`src/rtl/compressor_pkg.sv`:
```
// rtl/compressor_pkg.sv - shared byte/window types and arbiter state encoding for the compressor return path
package compressor_pkg;

    localparam int NUM_BYTES_INPUT_WIDTH = 16;
    localparam int NUM_UNCOMPRESSED_ELEMENTS = 34;
    localparam int BV_W = $clog2(NUM_UNCOMPRESSED_ELEMENTS);

    typedef logic [7:0] FifoByte_t;
    typedef FifoByte_t [NUM_BYTES_INPUT_WIDTH-1:0] Window_t;

    typedef enum logic {
        IDLE  = 1'b0,
        GRANT = 1'b1
    } ArbState_t;

endpackage

```
`src/rtl/rr_priority_pick.sv`:
```
// rtl/rr_priority_pick.sv - combinational round-robin pick starting one past the last served lane
module rr_priority_pick #(
    parameter int N = 4,
    localparam int ID_W = $clog2(N)
) (
    input  logic [N-1:0]    req,
    input  logic [ID_W-1:0] lastId,
    output logic [ID_W-1:0] winner,
    output logic            anyRequest
);

    logic [ID_W-1:0] idx;

    always_comb begin
        winner     = '0;
        anyRequest = 1'b0;
        idx        = '0;
        for (int k = 1; k <= N; k++) begin
            idx = ID_W'((int'(lastId) + k) % N);
            if (!anyRequest && req[idx]) begin
                winner     = idx;
                anyRequest = 1'b1;
            end
        end
    end

endmodule

```
`src/rtl/return_fifo_arbiter.sv`:
```
// rtl/return_fifo_arbiter.sv - block-granular round-robin sharing of the ReturnFIFO write port
module return_fifo_arbiter
    import compressor_pkg::*;
#(
    parameter int NUM_REQUESTERS = 4,
    parameter int BYTE_COUNT_W = 16,
    localparam int ID_W = $clog2(NUM_REQUESTERS)
) (
    input  logic                          clk,
    input  logic                          reset,
    input  Window_t [NUM_REQUESTERS-1:0]  reqDataIn,
    input  logic [NUM_REQUESTERS-1:0][BV_W-1:0] reqBytesValid,
    input  logic [NUM_REQUESTERS-1:0]     reqEndOfBlock,
    output logic [NUM_REQUESTERS-1:0]     reqShift,
    output Window_t                       fifoDataIn,
    output logic [BV_W-1:0]               fifoBytesValid,
    input  logic                          fifoShift,
    output logic                          grantValid,
    output logic [ID_W-1:0]               grantId,
    output logic                          blockDone,
    output logic [BYTE_COUNT_W-1:0]       blockByteCount
);

    localparam int SUM_W = BYTE_COUNT_W + 1;
    localparam logic [BV_W-1:0] WIN_BYTES = BV_W'(NUM_BYTES_INPUT_WIDTH);

    ArbState_t                   state;
    logic [ID_W-1:0]             lastId;
    logic [BYTE_COUNT_W-1:0]     acc;
    logic [NUM_REQUESTERS-1:0]   requesting;
    logic [ID_W-1:0]             winner;
    logic                        anyRequest;
    logic [BV_W-1:0]             g_bv;
    logic                        g_eob;
    logic [BV_W-1:0]             chunk;
    logic [SUM_W-1:0]            sum;
    logic [BYTE_COUNT_W-1:0]     acc_next;
    logic                        complete;

    always_comb begin
        requesting = '0;
        for (int i = 0; i < NUM_REQUESTERS; i++) begin
            requesting[i] = (reqBytesValid[i] != '0) || reqEndOfBlock[i];
        end
    end

    rr_priority_pick #(.N(NUM_REQUESTERS)) u_pick (
        .req        (requesting),
        .lastId     (lastId),
        .winner     (winner),
        .anyRequest (anyRequest)
    );

    assign g_bv  = reqBytesValid[grantId];
    assign g_eob = reqEndOfBlock[grantId];

    // Without a grant the FIFO sees zero valid bytes, so it can never take data.
    always_comb begin
        fifoDataIn     = '0;
        fifoBytesValid = '0;
        reqShift       = '0;
        if (grantValid) begin
            fifoDataIn        = reqDataIn[grantId];
            fifoBytesValid    = g_bv;
            reqShift[grantId] = fifoShift;
        end
    end

    assign chunk    = (g_bv > WIN_BYTES) ? WIN_BYTES : g_bv;
    assign sum      = {1'b0, acc} + SUM_W'(chunk);
    assign acc_next = !fifoShift ? acc : (sum[BYTE_COUNT_W] ? '1 : sum[BYTE_COUNT_W-1:0]);
    // An end-of-block flag only releases once the remaining bytes fit a single window.
    assign complete = g_eob && ((g_bv == '0) || (fifoShift && (g_bv <= WIN_BYTES)));

    always_ff @(posedge clk) begin
        if (reset) begin
            state          <= IDLE;
            grantValid     <= 1'b0;
            grantId        <= '0;
            lastId         <= ID_W'(NUM_REQUESTERS - 1);
            acc            <= '0;
            blockDone      <= 1'b0;
            blockByteCount <= '0;
        end else begin
            blockDone <= 1'b0;
            case (state)
                IDLE: begin
                    if (anyRequest) begin
                        state      <= GRANT;
                        grantValid <= 1'b1;
                        grantId    <= winner;
                        acc        <= '0;
                    end
                end
                GRANT: begin
                    if (complete) begin
                        state          <= IDLE;
                        grantValid     <= 1'b0;
                        lastId         <= grantId;
                        blockDone      <= 1'b1;
                        blockByteCount <= acc_next;
                    end
                    acc <= acc_next;
                end
                default: begin
                    state      <= IDLE;
                    grantValid <= 1'b0;
                end
            endcase
        end
    end

endmodule

```
`config.mk`:
```
export PLATFORM = sky130hd
export DESIGN_NAME = return_fifo_arbiter
export DESIGN_NICKNAME = d
export VERILOG_FILES = /design/src/rtl/compressor_pkg.sv /design/src/rtl/rr_priority_pick.sv /design/src/rtl/return_fifo_arbiter.sv
export SDC_FILE = /design/constraint.sdc
export NUM_CORES = 1
export LEC_CHECK = 0
export CORE_AREA = 2 2 271 273
export CTS_CLUSTER_SIZE = 12
export DETAILED_ROUTE_END_ITERATION = 12
export DIE_AREA = 0 0 273 275
export PLACE_DENSITY_LB_ADDON = 0.2
export SKIP_LAST_GASP = 1
export SLEW_MARGIN = 20
export SYNTH_ARGS = -nofsm -noshare
export SYNTH_HDL_FRONTEND = slang
export SYNTH_SLANG_ARGS = --single-unit
```
`constraint.sdc`:
```
create_clock -name clk -period 3.7 [get_ports clk]
set_input_delay 1.11 -clock clk [delete_from_list [all_inputs] [get_ports clk]]
set_output_delay 1.11 -clock clk [all_outputs]
set_load 0.02 [all_outputs]
```
# Yosys cells after proc, flatten, opt, wreduce, memory -nomap -nowiden
# Index checks and enable logic that the tools add are counted.
totals:
  regBits: 39
  out_inout_bits: 158
  in_bits: 543
op_classes:
  reduce_logical: 23
  bitwise_logic: 2
  n_addsub: 5
  magnitude_cmp: 8
  muxes: 39
  n_eq_ne: 2
op_table:
  columns: ["operator", "count"]
  rows:
  - ["$bmux W128 S2", 1]
  - ["$mux W128", 2]
  - ["$mux W16", 3]
  - ["$pmux W16 S2", 1]
  - ["$reduce_bool A6 Y1", 4]
  - ["$mux W6", 3]
  - ["$add A16 B6 Y17", 1]
  - ["$lt A2 B3 Y1 const B", 5]
  - ["$mux W1", 15]
  - ["$bmux W6 S2", 1]
  - ["$bmux W1 S2", 5]
  - ["$mux W2", 4]
  - ["$gt A6 B5 Y1 const B", 1]
  - ["$le A6 B5 Y1 const B", 1]
  - ["$logic_and A1 B1 Y1", 6]
  - ["$logic_not A6 Y1", 1]
  - ["$reduce_and A2 Y1", 3]
  - ["$logic_or A1 B1 Y1", 5]
  - ["$add A2 B1 Y2 const B", 2]
  - ["$add A2 B2 Y2 const B", 2]
  - ["$and A4 B4 Y4", 1]
  - ["$mux W4", 1]
  - ["$pmux W1 S2", 2]
  - ["$logic_not A1 Y1", 3]
  - ["6 further kinds", 6]

# Logic depth before layout (Yosys ltp)
depth:
  depth_word: 16
  depth_mapped: 13

# Modules after synthesis
# From an unflattened synthesis, not the netlist that was laid out.
hier_totals:
  cells_unflattened: 611
  hier_area_um2: 6371.1
by_module_without_submodules:
  columns: ["mod", "area_each_um2", "instances", "seq_area_each_um2", "cells_each"]
  rows:
  - ["return_fifo_arbiter", 6279.8, 1, 780.7, 597]
  - ["rr_priority_pick", 91.3, 1, 0.0, 14]

# Least setup slack after synthesis
# No wires, ideal clock.
synth_timing:
  kind: "input to register"
  startpoint: "input port reqBytesValid[18] (netlist name)"
  endpoint: "register blockByteCount[7]"
  required_ps: 3584
  arrival_ps: 3694
  setup_time_ps: 116
  path_slack_ps: -111
  path_buffers: 0
  stages: 9
  cell_sequence: "mux4_2 -> and2_1 -> ha_1 -> fa_1 -> a211oi_1 -> o21a_1 -> nor3_2 -> or3b_2 -> o211a_1"
synth_between:
  elab_chain_len: 7
  word_cells_on_any_way: 13
  classes_between: "add/sub: 1; order compare: 2; mux: 5; reduce/logical: 5"
synth_lines:
  columns: ["item", "line", "source"]
  rows:
  - ["start: declaration", "return_fifo_arbiter.sv:12", "input logic [NUM_REQUESTERS-1:0][BV_W-1:0] reqBytesValid,"]
  - ["$bmux W6 S2 (*)", "return_fifo_arbiter.sv:54", "assign g_bv = reqBytesValid[grantId];"]
  - ["$mux W6 (implied by the code) (*)", "return_fifo_arbiter.sv:54", null]
  - ["$gt A6 B5 Y1 or $le A6 B5 Y1 (tied branches)", "return_fifo_arbiter.sv:69, return_fifo_arbiter.sv:73", null]
  - ["$mux W6 or $logic_and A1 B1 Y1 (tied branches)", "return_fifo_arbiter.sv:69, return_fifo_arbiter.sv:73", null]
  - ["$add A16 B6 Y17 or $logic_or A1 B1 Y1 (tied branches)", "return_fifo_arbiter.sv:70, return_fifo_arbiter.sv:73", null]
  - ["$mux W16 or $logic_and A1 B1 Y1 (tied branches)", "return_fifo_arbiter.sv:71, return_fifo_arbiter.sv:73", null]
  - ["$mux W16 or $reduce_and A2 Y1 (tied branches)", null, null]
  - ["end signal: assignment", "return_fifo_arbiter.sv:101", "blockByteCount <= acc_next;"]
  - ["end: declaration", "return_fifo_arbiter.sv:21", "output logic [BYTE_COUNT_W-1:0] blockByteCount"]
# Every way passes the cells marked *; elsewhere a longest branch is shown, timed or not. The select of a mux whose other input is x is not followed.
# A chain may end at the register's enable or synchronous reset.

==> metrics.log <==
INFO  metric status = finished, violations left
INFO  metric violations = setup timing
INFO  metric cts-htree-levels = 2
INFO  metric area_share_of_the_leading_cell_type_in_the_synthesized_netlist = 0.475
INFO  metric finalWeightedCongestion = 0.847
INFO  metric cts.reportedPaths.clkPinSlew = 60 ps
INFO  metric critical-path-max-stage-delay = 520 ps
INFO  metric vias = 9180
INFO  metric yosysMostFrequentCell = and2_1
INFO  metric nets = 1896
INFO  metric portBuffers = 700
INFO  metric worst_ir_drop_vdd = 217 uV
INFO  metric num_cts_buffers = 5
INFO  metric groute.usage.overall = 0.182
INFO  metric yosysUniqueCellTypes = 55
INFO  metric worstMarginPinSlew = 647 ps
INFO  metric ranking_of_synthesized_cells_by_area = mux4_2, and2_1, dfxtp_1
INFO  metric synth.yosys.warnings = 0
INFO  metric floorplan.die.width = 273 um
INFO  metric avgSynthCellArea = 10.5 um2
INFO  metric dp_hpwl = 65.6 mm
INFO  metric route.antenna.remaining_nets = 0
INFO  metric total_leakage_power = 5.75 nW
INFO  metric clock_latency_of_the_later_clocked_register_in_the_worst_skew_pair = 290 ps
INFO  metric min-delay-path-class = reg -> reg
INFO  metric fmaxAchievable = 269 MHz
INFO  metric number_of_instances_on_the_worst_hold_path = 2
INFO  metric worst_ep_arrival_time = 2600 ps
INFO  metric final_period_minus_worst_setup_slack = 3710 ps
INFO  metric regToRegStartpoint = grantId[1]$_SDFFE_PP0P_
INFO  metric cts_tree = done
INFO  metric post-layout-total-power = 2.62 mW
INFO  metric final_critical_path_setup_slack = -10.9 ps
INFO  metric antenna_found_initial = 80
INFO  metric sequential_cell_area = 792 um2
INFO  metric post_route_cells_drive_above_1_share = 0.212
INFO  metric power_density_normalized_to_cell_area = 170 nW/um2
INFO  metric async_s_r_ff_share_synth = 0
INFO  metric drt_iter0_markers = 611
INFO  metric synthToLayoutAreaGrowth = 140%
INFO  metric finalInstanceArea = 15400 um2
INFO  metric worst_setup_path_end_kind = primary output
INFO  metric count_of_hold_fix_buffers_inserted_at_cts = 0
INFO  metric synthDominantAreaCellType = mux4_2
INFO  metric gr-total-overflow = 0
INFO  metric synth_fp_nets = 1160
INFO  metric synthFlopType = dfxtp_1
INFO  metric crit_cells = 4
INFO  metric drtPass1Iterations = 5
INFO  metric initial_core_util = 0.0884
INFO  metric detail_route.drc_violations = 0
INFO  metric setup_viol = 1
INFO  metric crit_family = buffers and inverters
INFO  metric post-route-util = 0.212
INFO  metric die_h = 275 um
INFO  metric cts_max_path_buffers = 2
INFO  metric timing.hold.worst.start = blockByteCount[1]$_SDFFE_PP0P_
INFO  metric grt_pass1_vias = 9297
INFO  metric syn_area = 6400 um2
INFO  metric routed_wl = 72.9 mm
INFO  metric ys_seq_area_frac = 0.122
INFO  metric placedInstanceArea = 15000 um2
INFO  metric ys_top_cells_by_count = and2_1, mux4_2, dfxtp_1
INFO  metric critical_path.slowest_cell = clkdlybuf4s50_1
INFO  metric fillers = 7918
INFO  metric dp_cells = 2287
INFO  metric hold_viol_final = 0
INFO  metric r2r_cells = 10
INFO  metric cap_violations = 0
INFO  metric synth-edff-count = 0
INFO  metric first_pass_grt_wire_length = 90.7 mm
INFO  metric maxSlewViolCount = 0
INFO  metric slew-limit-headroom = 0.567
INFO  metric path_class = in -> out
INFO  metric boundaryPins = 701
INFO  metric wire_per_inst = 31.3 um
INFO  metric num_rows = 99
INFO  metric critical_path.startpoint_type = input pin
INFO  metric die_area = 75100 um2
INFO  metric critical_path_cell_list = clkdlybuf4s50_1 > mux4_2 > and2_1 > dlygate4sd2_1
INFO  metric vias_per_cell = 3.94
INFO  metric cts_sinks = 39
INFO  metric clock_root_buffer = clkbuf_16
INFO  metric post_synth_inst_count = 610
INFO  metric post_synthesis_sequential_element_count = 39
INFO  metric cp.buffers_inverters = 2
INFO  metric fp.coreArea = 72300 um2
INFO  metric grt_start_max_net_pins = 81
INFO  metric final.setup_skew = 11.0 ps
INFO  metric layout_worst_path_cycle_share = 1.00
INFO  metric layout.cells.non_filler = 2329
INFO  metric crit_required = 2590 ps
INFO  metric crit_start = reqDataIn[80]
INFO  metric multi_input_area = 5500 um2
INFO  metric top_fanout_value_on_the_critical_path = 1
==> cell families after synthesis <==
logic type               after synthesis  synth area share
adder cells (fa/ha/maj)                9            0.0182
multiplexers                         135             0.475
other                                  1          0.000586
buffers and inverters                 73            0.0465
flip-flops                            39             0.122
XOR/XNOR                               5           0.00684
AND/OR/NAND/NOR                      225             0.208
AO/OA/AOI/OAI                        123             0.123
==> layer usage <==
| metal | track usage | routed length (um) |
|---|---|---|
| met2 | 0.297 | 33600 |
| met1 | 0.223 | 28600 |
| met5 | 0 | 191 |
| met4 | 0.0450 | 2340 |
| met3 | 0.0758 | 8210 |
==> sequential cells by signal, summed over array words and instances, names as in the netlist <==
name            count
grantId             2
grantValid          1
blockByteCount     16
blockDone           1
state               1
lastId              2
acc                16
==> worst reg2reg max path: stages, from the launching register on <==
cell and delay, ps:
dfxtp_4 500, mux4_2 610, nor2_4 170, and2_4 170, ha_4 130, fa_2 230, a211oi_4 70, o21a_1 200
buf_6 150, or4_4 540, a32o_1 260
==> final cells by class <==
cell class / instances / share of cell area
Antenna cell: 23 / 0.00375
Clock buffer: 7 / 0.00863
Clock inverter: 1 / 0.000326
Inverter: 11 / 0.00269
Multi-Input combinational cell: 498 / 0.358
Sequential cell: 39 / 0.0516
Tap cell: 959 / 0.0781
Timing Repair Buffer: 791 / 0.497
==> layout by cell type (no fill, tap or decap), types with 6 or more instances in the layout <==
cell / n
a21oi_1: 28
a311oi_1: 6
and2_1: 132
buf_12: 8
buf_4: 84
buf_6: 7
clkdlybuf4s15_1: 13
clkdlybuf4s15_2: 6
clkdlybuf4s50_1: 495
dfxtp_1: 36
diode_2: 23
dlygate4sd2_1: 161
dlymetal6s2s_1: 16
inv_1: 11
mux4_2: 135
nand2_1: 16
nand3_1: 6
nand4_1: 6
nor2_1: 15
nor3_1: 10
o211ai_1: 9
o21ai_0: 28
o21ai_1: 9
==> power by group <==
group	leakage, nW	internal [mW]	switching (mW)	total [mW]
Clock	0.0680	0.250	0.182	0.432
Sequential	0.318	0.430	0.0241	0.454
Combinational	5.36	1.01	0.720	1.73
Total	5.75	1.69	0.925	2.62
==> final timing paths <==
| check | endpoint | slack, ps |
|---|---|---|
| max | fifoDataIn[80] | -10 |
| min | blockByteCount[1]$_SDFFE_PP0P_ | 480 |
| max reg2reg | acc[12]$_SDFFE_PP0P_ | 580 |
| min reg2reg | blockByteCount[1]$_SDFFE_PP0P_ | 480 |
==> stage by stage <==
step	worst slack [ps]	hold slack (ps)	TNS [ps]
2_1_floorplan	8.98	446	0
3_3_place_gp	-596	475	-38010
3_5_place_dp	-583	470	-37680
4_1_cts	-133	478	-133
5_1_grt	-14.7	514	-25.3
6_report	-10.9	479	-10.9
==> timing repair <==
| action | in CTS | in global routing |
|---|---|---|
| pin swaps | 12 | 12 |
| setup buffers | 8 | 4 |
| setup endpoints to repair | 164 | 37 |
| cloned | 0 | 0 |
| gates resized for setup | 225 | 47 |
| endpoints found under the hold margin | 0 | 0 |
(Power assumes the default switching activity.)
